**config.mk**
```make
export PLATFORM = sky130hd
export DESIGN_NAME = ahb_error_subordinate_flat
export DESIGN_NICKNAME = d
export VERILOG_FILES = /design/src/rtl/ahb_error_subordinate_if.sv /design/src/rtl/ahb_error_subordinate.sv /design/src/flat_wrapper.sv
export SDC_FILE = /design/constraint.sdc
export NUM_CORES = 1
export LEC_CHECK = 0
export ABC_AREA = 0
export BUFFER_PORTS_ARGS = -buffer_cell sky130_fd_sc_hd__buf_2
export CORE_MARGIN = 10
export CORE_UTILIZATION = 38
export DETAILED_ROUTE_END_ITERATION = 7
export GPL_ROUTABILITY_DRIVEN = 0
export PLACE_DENSITY_LB_ADDON = 0.2
export RECOVER_POWER = 50
export SKIP_CTS_REPAIR_TIMING = 1
export SYNTH_ARGS = -nofsm -noshare
export SYNTH_HDL_FRONTEND = slang
export SYNTH_SLANG_ARGS = --single-unit
```
**constraint.sdc**
```tcl
create_clock -name HCLK -period 2.5 [get_ports HCLK]
set_input_delay 0.25 -clock HCLK [delete_from_list [all_inputs] [get_ports HCLK]]
set_output_delay 0.25 -clock HCLK [all_outputs]
set_load 0.02 [all_outputs]
```
**src/rtl/ahb_error_subordinate_if.sv**
```systemverilog
// AHB-Lite subordinate-side bus bundle for ahb_error_subordinate.
interface ahb_error_subordinate_if #(
  parameter int unsigned ADDR_WIDTH = 32,
  parameter int unsigned DATA_WIDTH = 32
);
  logic                  HSEL;
  logic [ADDR_WIDTH-1:0] HADDR;
  logic [1:0]            HTRANS;
  logic                  HWRITE;
  logic [2:0]            HSIZE;
  logic [2:0]            HBURST;
  logic [DATA_WIDTH-1:0] HWDATA;
  logic                  HREADYin;
  logic [DATA_WIDTH-1:0] HRDATA;
  logic [1:0]            HRESP;
  logic                  HREADYout;

  modport master (
    output HSEL, HADDR, HTRANS, HWRITE, HSIZE, HBURST, HWDATA, HREADYin,
    input  HRDATA, HRESP, HREADYout
  );

  modport slave (
    input  HSEL, HADDR, HTRANS, HWRITE, HSIZE, HBURST, HWDATA, HREADYin,
    output HRDATA, HRESP, HREADYout
  );
endinterface

```
**src/rtl/ahb_error_subordinate.sv**
```systemverilog
// AHB-Lite default subordinate: two-cycle ERROR or constant-read OKAY response with
// programmable wait states, plus first-fault capture, saturating count and sticky IRQ.
module ahb_error_subordinate #(
  parameter int unsigned           ADDR_WIDTH    = 32,
  parameter int unsigned           DATA_WIDTH    = 32,
  parameter int unsigned           WAIT_STATES   = 0,
  parameter int unsigned           RESP_MODE     = 0,
  parameter logic [DATA_WIDTH-1:0] DEFAULT_RDATA = '0,
  parameter int unsigned           CNT_WIDTH     = 8
) (
  input  logic                  HCLK,
  input  logic                  HRESET,
  ahb_error_subordinate_if.slave bus,
  input  logic                  ERR_CLR,
  output logic [ADDR_WIDTH-1:0] ERR_ADDR,
  output logic                  ERR_WRITE,
  output logic [2:0]            ERR_SIZE,
  output logic [CNT_WIDTH-1:0]  ERR_COUNT,
  output logic                  ERR_IRQ
);

  typedef enum logic [2:0] {ST_IDLE, ST_WAIT, ST_ERR1, ST_ERR2, ST_DONE} state_t;

  localparam logic [3:0] LP_WAIT_LOAD = (WAIT_STATES > 0) ? 4'(WAIT_STATES - 1) : 4'd0;
  localparam state_t     LP_RESP_ST   = (RESP_MODE == 0) ? ST_ERR1 : ST_DONE;

  state_t                r_state, w_next;
  logic [3:0]            r_wait_cnt, w_wait_cnt_nxt;
  logic [ADDR_WIDTH-1:0] r_cap_addr;
  logic                  r_cap_write;
  logic [2:0]            r_cap_size;

  logic                  r_hreadyout;
  logic [1:0]            r_hresp;
  logic [DATA_WIDTH-1:0] r_hrdata;

  logic [ADDR_WIDTH-1:0] r_err_addr;
  logic                  r_err_write;
  logic [2:0]            r_err_size;
  logic [CNT_WIDTH-1:0]  r_err_count;
  logic                  r_err_irq;

  logic                  w_accept;
  logic [ADDR_WIDTH-1:0] w_in_addr;
  logic                  w_in_write;
  logic [2:0]            w_in_size;
  logic                  w_err_entry;
  logic                  w_unused;

  assign w_unused = ^{bus.HTRANS[0], bus.HBURST, bus.HWDATA};

  assign w_accept = (r_state inside {ST_IDLE, ST_ERR2, ST_DONE}) &&
                    bus.HSEL && bus.HREADYin && bus.HTRANS[1];

  // Responding straight from an accept uses the live address phase; after wait
  // states the transfer attributes come from the copy latched at accept.
  assign w_in_addr  = (r_state == ST_WAIT) ? r_cap_addr  : bus.HADDR;
  assign w_in_write = (r_state == ST_WAIT) ? r_cap_write : bus.HWRITE;
  assign w_in_size  = (r_state == ST_WAIT) ? r_cap_size  : bus.HSIZE;

  always_comb begin
    w_next         = r_state;
    w_wait_cnt_nxt = r_wait_cnt;
    case (r_state)
      ST_IDLE, ST_ERR2, ST_DONE: begin
        if (w_accept) begin
          if (WAIT_STATES > 0) begin
            w_next         = ST_WAIT;
            w_wait_cnt_nxt = LP_WAIT_LOAD;
          end else begin
            w_next = LP_RESP_ST;
          end
        end else begin
          w_next = ST_IDLE;
        end
      end
      ST_WAIT: begin
        if (r_wait_cnt == 4'd0) w_next = LP_RESP_ST;
        else                    w_wait_cnt_nxt = r_wait_cnt - 4'd1;
      end
      ST_ERR1: w_next = ST_ERR2;
      default: w_next = ST_IDLE;
    endcase
  end

  assign w_err_entry = (w_next == ST_ERR1);

  always_ff @(posedge HCLK or posedge HRESET) begin
    if (HRESET) begin
      r_state     <= ST_IDLE;
      r_wait_cnt  <= '0;
      r_cap_addr  <= '0;
      r_cap_write <= 1'b0;
      r_cap_size  <= '0;
      r_hreadyout <= 1'b1;
      r_hresp     <= 2'b00;
      r_hrdata    <= '0;
    end else begin
      r_state     <= w_next;
      r_wait_cnt  <= w_wait_cnt_nxt;
      if (w_accept) begin
        r_cap_addr  <= bus.HADDR;
        r_cap_write <= bus.HWRITE;
        r_cap_size  <= bus.HSIZE;
      end
      r_hreadyout <= !(w_next inside {ST_WAIT, ST_ERR1});
      r_hresp     <= (w_next inside {ST_ERR1, ST_ERR2}) ? 2'b01 : 2'b00;
      r_hrdata    <= (w_next == ST_DONE && !w_in_write) ? DEFAULT_RDATA : '0;
    end
  end

  // A clear coinciding with a new error counts that error as the first one.
  always_ff @(posedge HCLK or posedge HRESET) begin
    if (HRESET) begin
      r_err_addr  <= '0;
      r_err_write <= 1'b0;
      r_err_size  <= '0;
      r_err_count <= '0;
      r_err_irq   <= 1'b0;
    end else if (w_err_entry) begin
      if (ERR_CLR || r_err_count == '0) begin
        r_err_addr  <= w_in_addr;
        r_err_write <= w_in_write;
        r_err_size  <= w_in_size;
      end
      if (ERR_CLR)          r_err_count <= CNT_WIDTH'(1);
      else if (!(&r_err_count)) r_err_count <= r_err_count + CNT_WIDTH'(1);
      r_err_irq <= 1'b1;
    end else if (ERR_CLR) begin
      r_err_addr  <= '0;
      r_err_write <= 1'b0;
      r_err_size  <= '0;
      r_err_count <= '0;
      r_err_irq   <= 1'b0;
    end
  end

  assign bus.HREADYout = r_hreadyout;
  assign bus.HRESP     = r_hresp;
  assign bus.HRDATA    = r_hrdata;
  assign ERR_ADDR      = r_err_addr;
  assign ERR_WRITE     = r_err_write;
  assign ERR_SIZE      = r_err_size;
  assign ERR_COUNT     = r_err_count;
  assign ERR_IRQ       = r_err_irq;

endmodule

```
**src/flat_wrapper.sv**
```systemverilog
// flat-port wrapper written by rule: the top's interface ports become plain ports
module ahb_error_subordinate_flat 
#(
  parameter int unsigned           ADDR_WIDTH    = 32,
  parameter int unsigned           DATA_WIDTH    = 32,
  parameter int unsigned           WAIT_STATES   = 0,
  parameter int unsigned           RESP_MODE     = 0,
  parameter logic [DATA_WIDTH-1:0] DEFAULT_RDATA = '0,
  parameter int unsigned           CNT_WIDTH     = 8
)
  (HCLK, HRESET, ERR_CLR, ERR_ADDR, ERR_WRITE, ERR_SIZE, ERR_COUNT, ERR_IRQ, bus_HSEL, bus_HADDR, bus_HTRANS, bus_HWRITE, bus_HSIZE, bus_HBURST, bus_HWDATA, bus_HREADYin, bus_HRDATA, bus_HRESP, bus_HREADYout);
  ahb_error_subordinate_if #(.ADDR_WIDTH(ADDR_WIDTH), .DATA_WIDTH(DATA_WIDTH)) bus_i ();
  input  logic HCLK;
  input  logic HRESET;
  input  logic ERR_CLR;
  output logic [ADDR_WIDTH-1:0] ERR_ADDR;
  output logic ERR_WRITE;
  output logic [2:0] ERR_SIZE;
  output logic [CNT_WIDTH-1:0] ERR_COUNT;
  output logic ERR_IRQ;
  input wire logic [$bits(bus_i.HSEL)-1:0] bus_HSEL;
  input wire logic [$bits(bus_i.HADDR)-1:0] bus_HADDR;
  input wire logic [$bits(bus_i.HTRANS)-1:0] bus_HTRANS;
  input wire logic [$bits(bus_i.HWRITE)-1:0] bus_HWRITE;
  input wire logic [$bits(bus_i.HSIZE)-1:0] bus_HSIZE;
  input wire logic [$bits(bus_i.HBURST)-1:0] bus_HBURST;
  input wire logic [$bits(bus_i.HWDATA)-1:0] bus_HWDATA;
  input wire logic [$bits(bus_i.HREADYin)-1:0] bus_HREADYin;
  output wire logic [$bits(bus_i.HRDATA)-1:0] bus_HRDATA;
  output wire logic [$bits(bus_i.HRESP)-1:0] bus_HRESP;
  output wire logic [$bits(bus_i.HREADYout)-1:0] bus_HREADYout;
  assign bus_i.HSEL = bus_HSEL;
  assign bus_i.HADDR = bus_HADDR;
  assign bus_i.HTRANS = bus_HTRANS;
  assign bus_i.HWRITE = bus_HWRITE;
  assign bus_i.HSIZE = bus_HSIZE;
  assign bus_i.HBURST = bus_HBURST;
  assign bus_i.HWDATA = bus_HWDATA;
  assign bus_i.HREADYin = bus_HREADYin;
  assign bus_HRDATA = bus_i.HRDATA;
  assign bus_HRESP = bus_i.HRESP;
  assign bus_HREADYout = bus_i.HREADYout;
  ahb_error_subordinate #(.ADDR_WIDTH(ADDR_WIDTH), .DATA_WIDTH(DATA_WIDTH), .WAIT_STATES(WAIT_STATES), .RESP_MODE(RESP_MODE), .DEFAULT_RDATA(DEFAULT_RDATA), .CNT_WIDTH(CNT_WIDTH)) u_core (.HCLK(HCLK), .HRESET(HRESET), .bus(bus_i), .ERR_CLR(ERR_CLR), .ERR_ADDR(ERR_ADDR), .ERR_WRITE(ERR_WRITE), .ERR_SIZE(ERR_SIZE), .ERR_COUNT(ERR_COUNT), .ERR_IRQ(ERR_IRQ));
endmodule
```
==> results.md, run 1 <==
- Crit Path Class: flop to flop
- Drt total wl: 11200 um
- Status: finished with violations
- Final setup vio count: 0
- Fin crit share: 88.6%
- Lkg Pwr: 2.53 nW
- CTS buffer count: 9
- Nets: 620
- Avg WL per Cell: 16.3 um
- Total congestion overflow: 0
- Layout area overhead: 16.9%
- CTS max path bufs: 2
- Post-synth ARST share: 100%
- Max-Cap Viols: 1
- Core Box Area: 0.0120 mm^2
- Antenna viol nets, final: 0
- Normalized max-slew margin: -37.1%
- CTS H-tree lvls: 3
- Bufs and invs on worst path: 2
- Layout cells sized above 1: 24.4%
- RSZ-0062 raised after global routing: no
- Post-Place Cells: 675
- VDD IR max: 0.344 mV
- Vias in the first global route: 3493
- Slowest CP cell: o21ai_4
- Critical Path Start Type: flop
- Total Power: 4.08 mW
- Site Rows: 40
- Tot GR Track Use: 13.3%
- Reg2reg setup slack: 0.29 ns
- Post-Syn Area: 0.00467 mm^2
- Hold slack final: 0.109 ns
- Clk slew on worst S/H paths: 0.07 ns
- Failing checks: max-capacitance violations, max-slew violations
- Post-Layout Cell Count: 691
- Max Fclk: 452 MHz
- YS warnings: 0
- CTS tree: built
- Yosys reg bits: 90
- Setup TNS: 0 ns
- Clock Sinks: 90
- Ant diodes: 0
- Tightest Pin Transition: 2.06 ns
- Most frequent cells in the layout: nand2_1, dfrtp_1, buf_2
- Post-synth cell types: 44
- Hold Path Class: input port to flop
- DIE WIDTH: 131 um
- Vias/cell: 4.90
- Die area: 0.0171 mm^2
- Final Skew: 0.00641 ns
- # IOs: 158
- TritonRoute pass-1 iters: 4
- Via Count: 3387
- DRC: 0
- Largest net degree at the start of global routing: 91
- Avg Inst Size Synth: 10.3 um^2
- Synth Instances: 454
- Die H: 131 um
- EDFF count, synth: 0
- CP max FO: 21
- Dpl hpwl: 7350 um
- Critical path endpoint category: flop
- Starting Density: 38.8%
- Most common cell after layout, fill and taps aside: nand2_1
- P per Cell Area: 748 mW/mm^2
- Worst-skew pair later-pin latency: 0.34 ns
- Slowest stage delay, CP: 0.71 ns
- Crit-path cells: inv_1, ha_1, or3b_2, nor2_4, o21ai_4, buf_12, o32ai_2
- Worst Path Arrival: 2.42 ns
- CP delay by family, top: compound AO/OA/AOI/OAI gates
- Critical Path RT: 2.71 ns
- Sequential cell area: 0.00225 mm^2
- Seq/Total Area, Yosys: 48.3%
- Min Tclk post-route: 2.21 ns
- IO Port Bufs: 88
- Final hold violation count: 0
- Footprint of the multi-input gates: 0.00201 mm^2
- Clock Tree Root: clkbuf_16
- Fillers: 1166
- First-pass GRT wire length: 18000 um
- DRT iter0 DRCs: 166
- Initial antenna violation count: 0
- Max Slew Vio Count: 91
- Main synth FF type: dfrtp_1
registers in the layout (all words and copies together) (netlist names), 3 cells and up:
name	cells
u_core.ERR_COUNT	8
u_core.r_state	3
u_core.r_wait_cnt	4
u_core.r_cap_addr	32
u_core.ERR_SIZE	3
u_core.ERR_ADDR	32
u_core.r_cap_size	3
layout make-up:
type | instances | share of cell area (%)
clock buffers | 9 | 4.13
clock inverters | 7 | 1.72
inverters | 46 | 3.24
multi-input cells | 295 | 36.8
flip-flops and latches | 90 | 41.3
well taps | 147 | 3.37
repair buffers | 97 | 9.43
cells in the mapped netlist (2+ instances only):
| cell | number | share of area [%] |
|---|---|---|
| nand2b_1 | 3 | 0.40 |
| buf_2 | 7 | 0.75 |
| buf_4 | 41 | 6.6 |
| a21oi_1 | 6 | 0.64 |
| dfrtp_1 | 89 | 48 |
| a2111oi_0 | 2 | 0.38 |
| nor2_1 | 7 | 0.56 |
| nor3_1 | 2 | 0.21 |
| ha_1 | 3 | 0.80 |
| nand4_1 | 2 | 0.27 |
| nand2_1 | 116 | 9.3 |
| mux2i_1 | 37 | 7.9 |
| o21ai_4 | 2 | 0.70 |
| o21ai_0 | 8 | 0.86 |
| o32ai_2 | 30 | 10 |
| nor2b_1 | 5 | 0.67 |
| a21o_1 | 2 | 0.32 |
| inv_1 | 46 | 3.7 |
| a211oi_1 | 3 | 0.48 |
| mux2_2 | 3 | 0.72 |
| nand3_1 | 4 | 0.43 |
| clkbuf_1 | 7 | 0.56 |
| and3_1 | 2 | 0.27 |
| o32ai_1 | 7 | 1.3 |
kinds of logic (layout without fill, tap and decap cells):
group	count (synthesis)	in the layout	share of synthesized area, %
adder cells (fa/ha/maj)	3	3	0.805
AO/OA/AOI/OAI	67	67	16.4
XOR/XNOR	1	1	0.188
AND/OR/NAND/NOR	150	150	13.9
flip-flops	90	90	48.3
multiplexers	40	40	8.66
buffers and inverters	102	159	11.7
other	1	34	0.0804
report_power, final:
group	switching, mW	internal [mW]	total (mW)
Clock	0.587	0.874	1.46
Sequential	0.130	1.69	1.82
Combinational	0.507	0.287	0.794
Total	1.23	2.85	4.08
layer usage:
metal / up-vias / global-route usage, % / part of all wire, %
met2: 73 / 21.8 / 50
li1: 1625 / - / -
met3: 11 / 2.82 / 4.7
met5: - / 0 / 0
met4: 0 / 5.69 / 1.8
met1: 1678 / 16.8 / 44
per-stage QoR:
stage	setup slack, ns	area, um^2	utilization [%]
6_report	0.285	5450	45.4
5_1_grt	0.119	5450	45.4
4_1_cts	0.283	5500	45.8
2_1_floorplan	0.675	4790	-
3_3_place_gp	0.299	5180	43.1
3_5_place_dp	0.300	5180	43.1
worst reg2reg max path: cells and delay by family, from the launching register on:
kind / cells / cell delay, ns
AOI/OAI and AO/OA: 2 / 0.81
adders and majority gates: 1 / 0.23
and+or+nand+nor: 2 / 0.32
buffers and inverters: 2 / 0.34
DFF: 1 / 0.39
worst paths after layout:
check | startpoint | to | cells past startpoint
max in group asynchronous | HRESET | u_core.ERR_ADDR[0]$_DFFE_PP0P_ | 3
min | bus_HADDR[16] | u_core.r_cap_addr[16]$_DFFE_PP0N_ | 3
min in group asynchronous | HRESET | u_core.ERR_ADDR[15]$_DFFE_PP0P_ | 3
min reg2reg | u_core.r_cap_addr[9]$_DFFE_PP0N_ | u_core.r_cap_addr[9]$_DFFE_PP0N_ | 2
max reg2reg | u_core.r_wait_cnt[0]$_DFFE_PP0P_ | u_core.ERR_ADDR[11]$_DFFE_PP0P_ | 7
max | u_core.r_wait_cnt[0]$_DFFE_PP0P_ | u_core.ERR_ADDR[11]$_DFFE_PP0P_ | 7
(Power assumes the default switching activity.)
==> run 2, diff against run 1 <==
BUFFER_PORTS_ARGS = -buffer_cell sky130_fd_sc_hd__buf_4   (was -buffer_cell sky130_fd_sc_hd__buf_2)
HOLD_SLACK_MARGIN = 0.06   (was default)
==> run 2 against run 1 <==
The flow still finishes with violations (max-capacitance violations, max-slew violations). Global-route usage is 0.22 points higher. First-iteration DRC count is 7.8% lower. Via count is 0.77% lower. Utilization grew 1.4 points. Final cell count down 0.14%. Combinational power grew 3.8%. Register-to-register slack improved by 0.15 ns. Setup slack better by 0.15 ns. Critical path depth down 1. Clock skew barely moved. Clock power grew 4%. Final area increased by 3.0%. Critical endpoint is now u_core.ERR_COUNT[7]$_DFFE_PP0P_.
==> results.md, run 2 (synthesis gave the netlist of run 1 again) <==
- Crit Path Class: flop to flop
- Max-Cap Viols: 1 (unchanged)
- Avg WL per Cell: 16.4 um (+0.76%)
- Die H: 131 um (unchanged)
- TritonRoute pass-1 iters: 4 (unchanged)
- Core Box Area: 0.0120 mm^2 (unchanged)
- Critical Path RT: 2.73 ns (+0.02 ns)
- Final Skew: 0.00652 ns (+0.000113 ns)
- Reg2Reg Depth: 6 (-1)
- Tot GR Track Use: 13.6% (+0.22 points)
- Nets: 619 (-0.16%)
- Vias/cell: 4.87 (-0.62%)
- Final setup vio count: 0 (unchanged)
- Drt total wl: 11300 um (+0.61%)
- Total congestion overflow: 0 (unchanged)
- Most frequent cells in the layout: nand2_1, dfrtp_1, buf_4
- Largest net degree at the start of global routing: 91 (unchanged)
- Starting Density: 38.8% (unchanged)
- Max Fclk: 484 MHz (+7.1%)
- CTS tree: built
- Layout area overhead: 20.4%
- Clk slew on worst S/H paths: 0.06 ns (about the same)
- Hold path start: bus_HADDR[26]
- P per Cell Area: 743 mW/mm^2 (-0.68%)
- Ant diodes: 0 (unchanged)
- Layout cells sized above 1: 24.3% (-0.14 points)
- Clock Sinks: 90 (unchanged)
- Fin crit share: 82.7% (-5.9 points)
- Final Instance Area: 0.00562 mm^2 (+3.0%)
- First-pass GRT wire length: 18000 um (unchanged)
- Critical path endpoint category: flop
- Most common cell after layout, fill and taps aside: nand2_1
- Worst Hold End: u_core.r_cap_addr[26]$_DFFE_PP0N_
- R2r startpoint: u_core.r_wait_cnt[0]$_DFFE_PP0P_
- Worst Path Arrival: 2.29 ns (-0.13 ns)
- Initial antenna violation count: 0 (unchanged)
- Setup TNS: 0 ns (unchanged)
- Vias in the first global route: 3431 (-1.8%)
- CTS H-tree lvls: 3 (unchanged)
- Site Rows: 40 (unchanged)
- DRT iter0 DRCs: 153 (-7.8%)
- Clock Tree Root: clkbuf_16
- # IOs: 158 (unchanged)
- Failing checks: max-capacitance violations, max-slew violations
- Reg2reg setup slack: 0.43 ns (+0.15 ns)
- Status: finished with violations
- Max Slew Vio Count: 91 (unchanged)
- Dpl cell area: 0.00538 mm^2 (+3.9%)
- Dpl hpwl: 7350 um (about the same)
- Die area: 0.0171 mm^2 (unchanged)
- Critical R2R Capture: u_core.ERR_COUNT[7]$_DFFE_PP0P_
- DRC: 0 (unchanged)
- VDD IR max: 0.393 mV (+14%)
- DIE WIDTH: 131 um (unchanged)
- CP max FO: 8 (-62%)
- Min Tclk post-route: 2.07 ns (-0.147 ns)
- RSZ-0062 raised after global routing: no
- Normalized max-slew margin: -37.5% (-0.34 points)
- CTS max path bufs: 2 (unchanged)
- Hold Path Class: input port to flop
- Final hold violation count: 0 (unchanged)
- Lkg Pwr: 2.57 nW (+1.7%)
- Worst-skew pair later-pin latency: 0.34 ns (about the same)
- IO Port Bufs: 88 (unchanged)
- Critical Path Start Type: flop
- CTS buffer count: 9 (unchanged)
- Antenna viol nets, final: 0 (unchanged)
- Via Count: 3361 (-0.77%)
- Tightest Pin Transition: 2.06 ns (+0.00512 ns)
- Hold path cells: 3 (unchanged)
[run 2: cell types whose count changed in the layout (fill, tap and decap cells not counted)]
cell,delta
buf_12,-1
clkinv_2,-1
buf_2,-65
buf_4,+65
clkbuf_8,+3
clkinvlp_4,-1
clkinv_4,-1
[run 2: area by class of cell]
type	instances	area, um^2
inverter	46	176
clock buffer	12	267
tap	147	184
fill	1176	6400
clock inverter	4	72.6
multi-input combinational	295	2010
timing repair buffer	96	657
sequential	90	2250
[run 2: power by group]
group	switching, mW	internal (mW)
Clock	0.565	0.956
Combinational	0.504	0.320
Sequential	0.132	1.69
Total	1.20	2.97
[run 2: critical path: stages (launching register included)]
cell      delay, ns
dfrtp_1        0.40
inv_1          0.07
ha_1           0.19
nor3b_1        0.29
nand2_1        0.29
a211oi_1       0.34
mux2_2         0.36
[run 2: worst max-delay path by stage]
stage	from	to	slack [ns]	cells past startpoint
after CTS	u_core.r_wait_cnt[0]$_DFFE_PP0P_	u_core.ERR_COUNT[7]$_DFFE_PP0P_	0.39	6
after global routing	HRESET	u_core.r_cap_addr[6]$_DFFE_PP0N_	0.13	3
final	u_core.r_wait_cnt[0]$_DFFE_PP0P_	u_core.ERR_COUNT[7]$_DFFE_PP0P_	0.43	6
after global placement	u_core.r_wait_cnt[0]$_DFFE_PP0P_	u_core.ERR_COUNT[7]$_DFFE_PP0P_	0.46	6
after detailed placement	u_core.r_wait_cnt[0]$_DFFE_PP0P_	u_core.ERR_COUNT[7]$_DFFE_PP0P_	0.42	6
after floorplan	u_core.ERR_COUNT[0]$_DFFE_PP0P_	u_core.ERR_ADDR[10]$_DFFE_PP0P_	0.67	7
[run 2: stage by stage]
step | cells | hold WS (ns) | worst slack, ns | power [mW] | utilization (%)
2_1_floorplan | 487 | 0.355 | 0.675 | 2.45 | -
3_3_place_gp | 674 | 0.438 | 0.462 | 2.71 | 44.8
3_5_place_dp | 674 | 0.446 | 0.419 | 2.73 | 44.8
4_1_cts | 690 | 0.0739 | 0.389 | 4.27 | 47.6
5_1_grt | 690 | 0.102 | 0.134 | 4.41 | 46.8
6_report | 690 | 0.104 | 0.432 | 4.17 | 46.8
[run 2: metal layers]
layer | share of wire [%] | track usage, %
met3 | 4.9 | 2.74
met5 | 0 | 0
met1 | 44 | 16.9
met2 | 49 | 22.4
met4 | 1.8 | 5.89
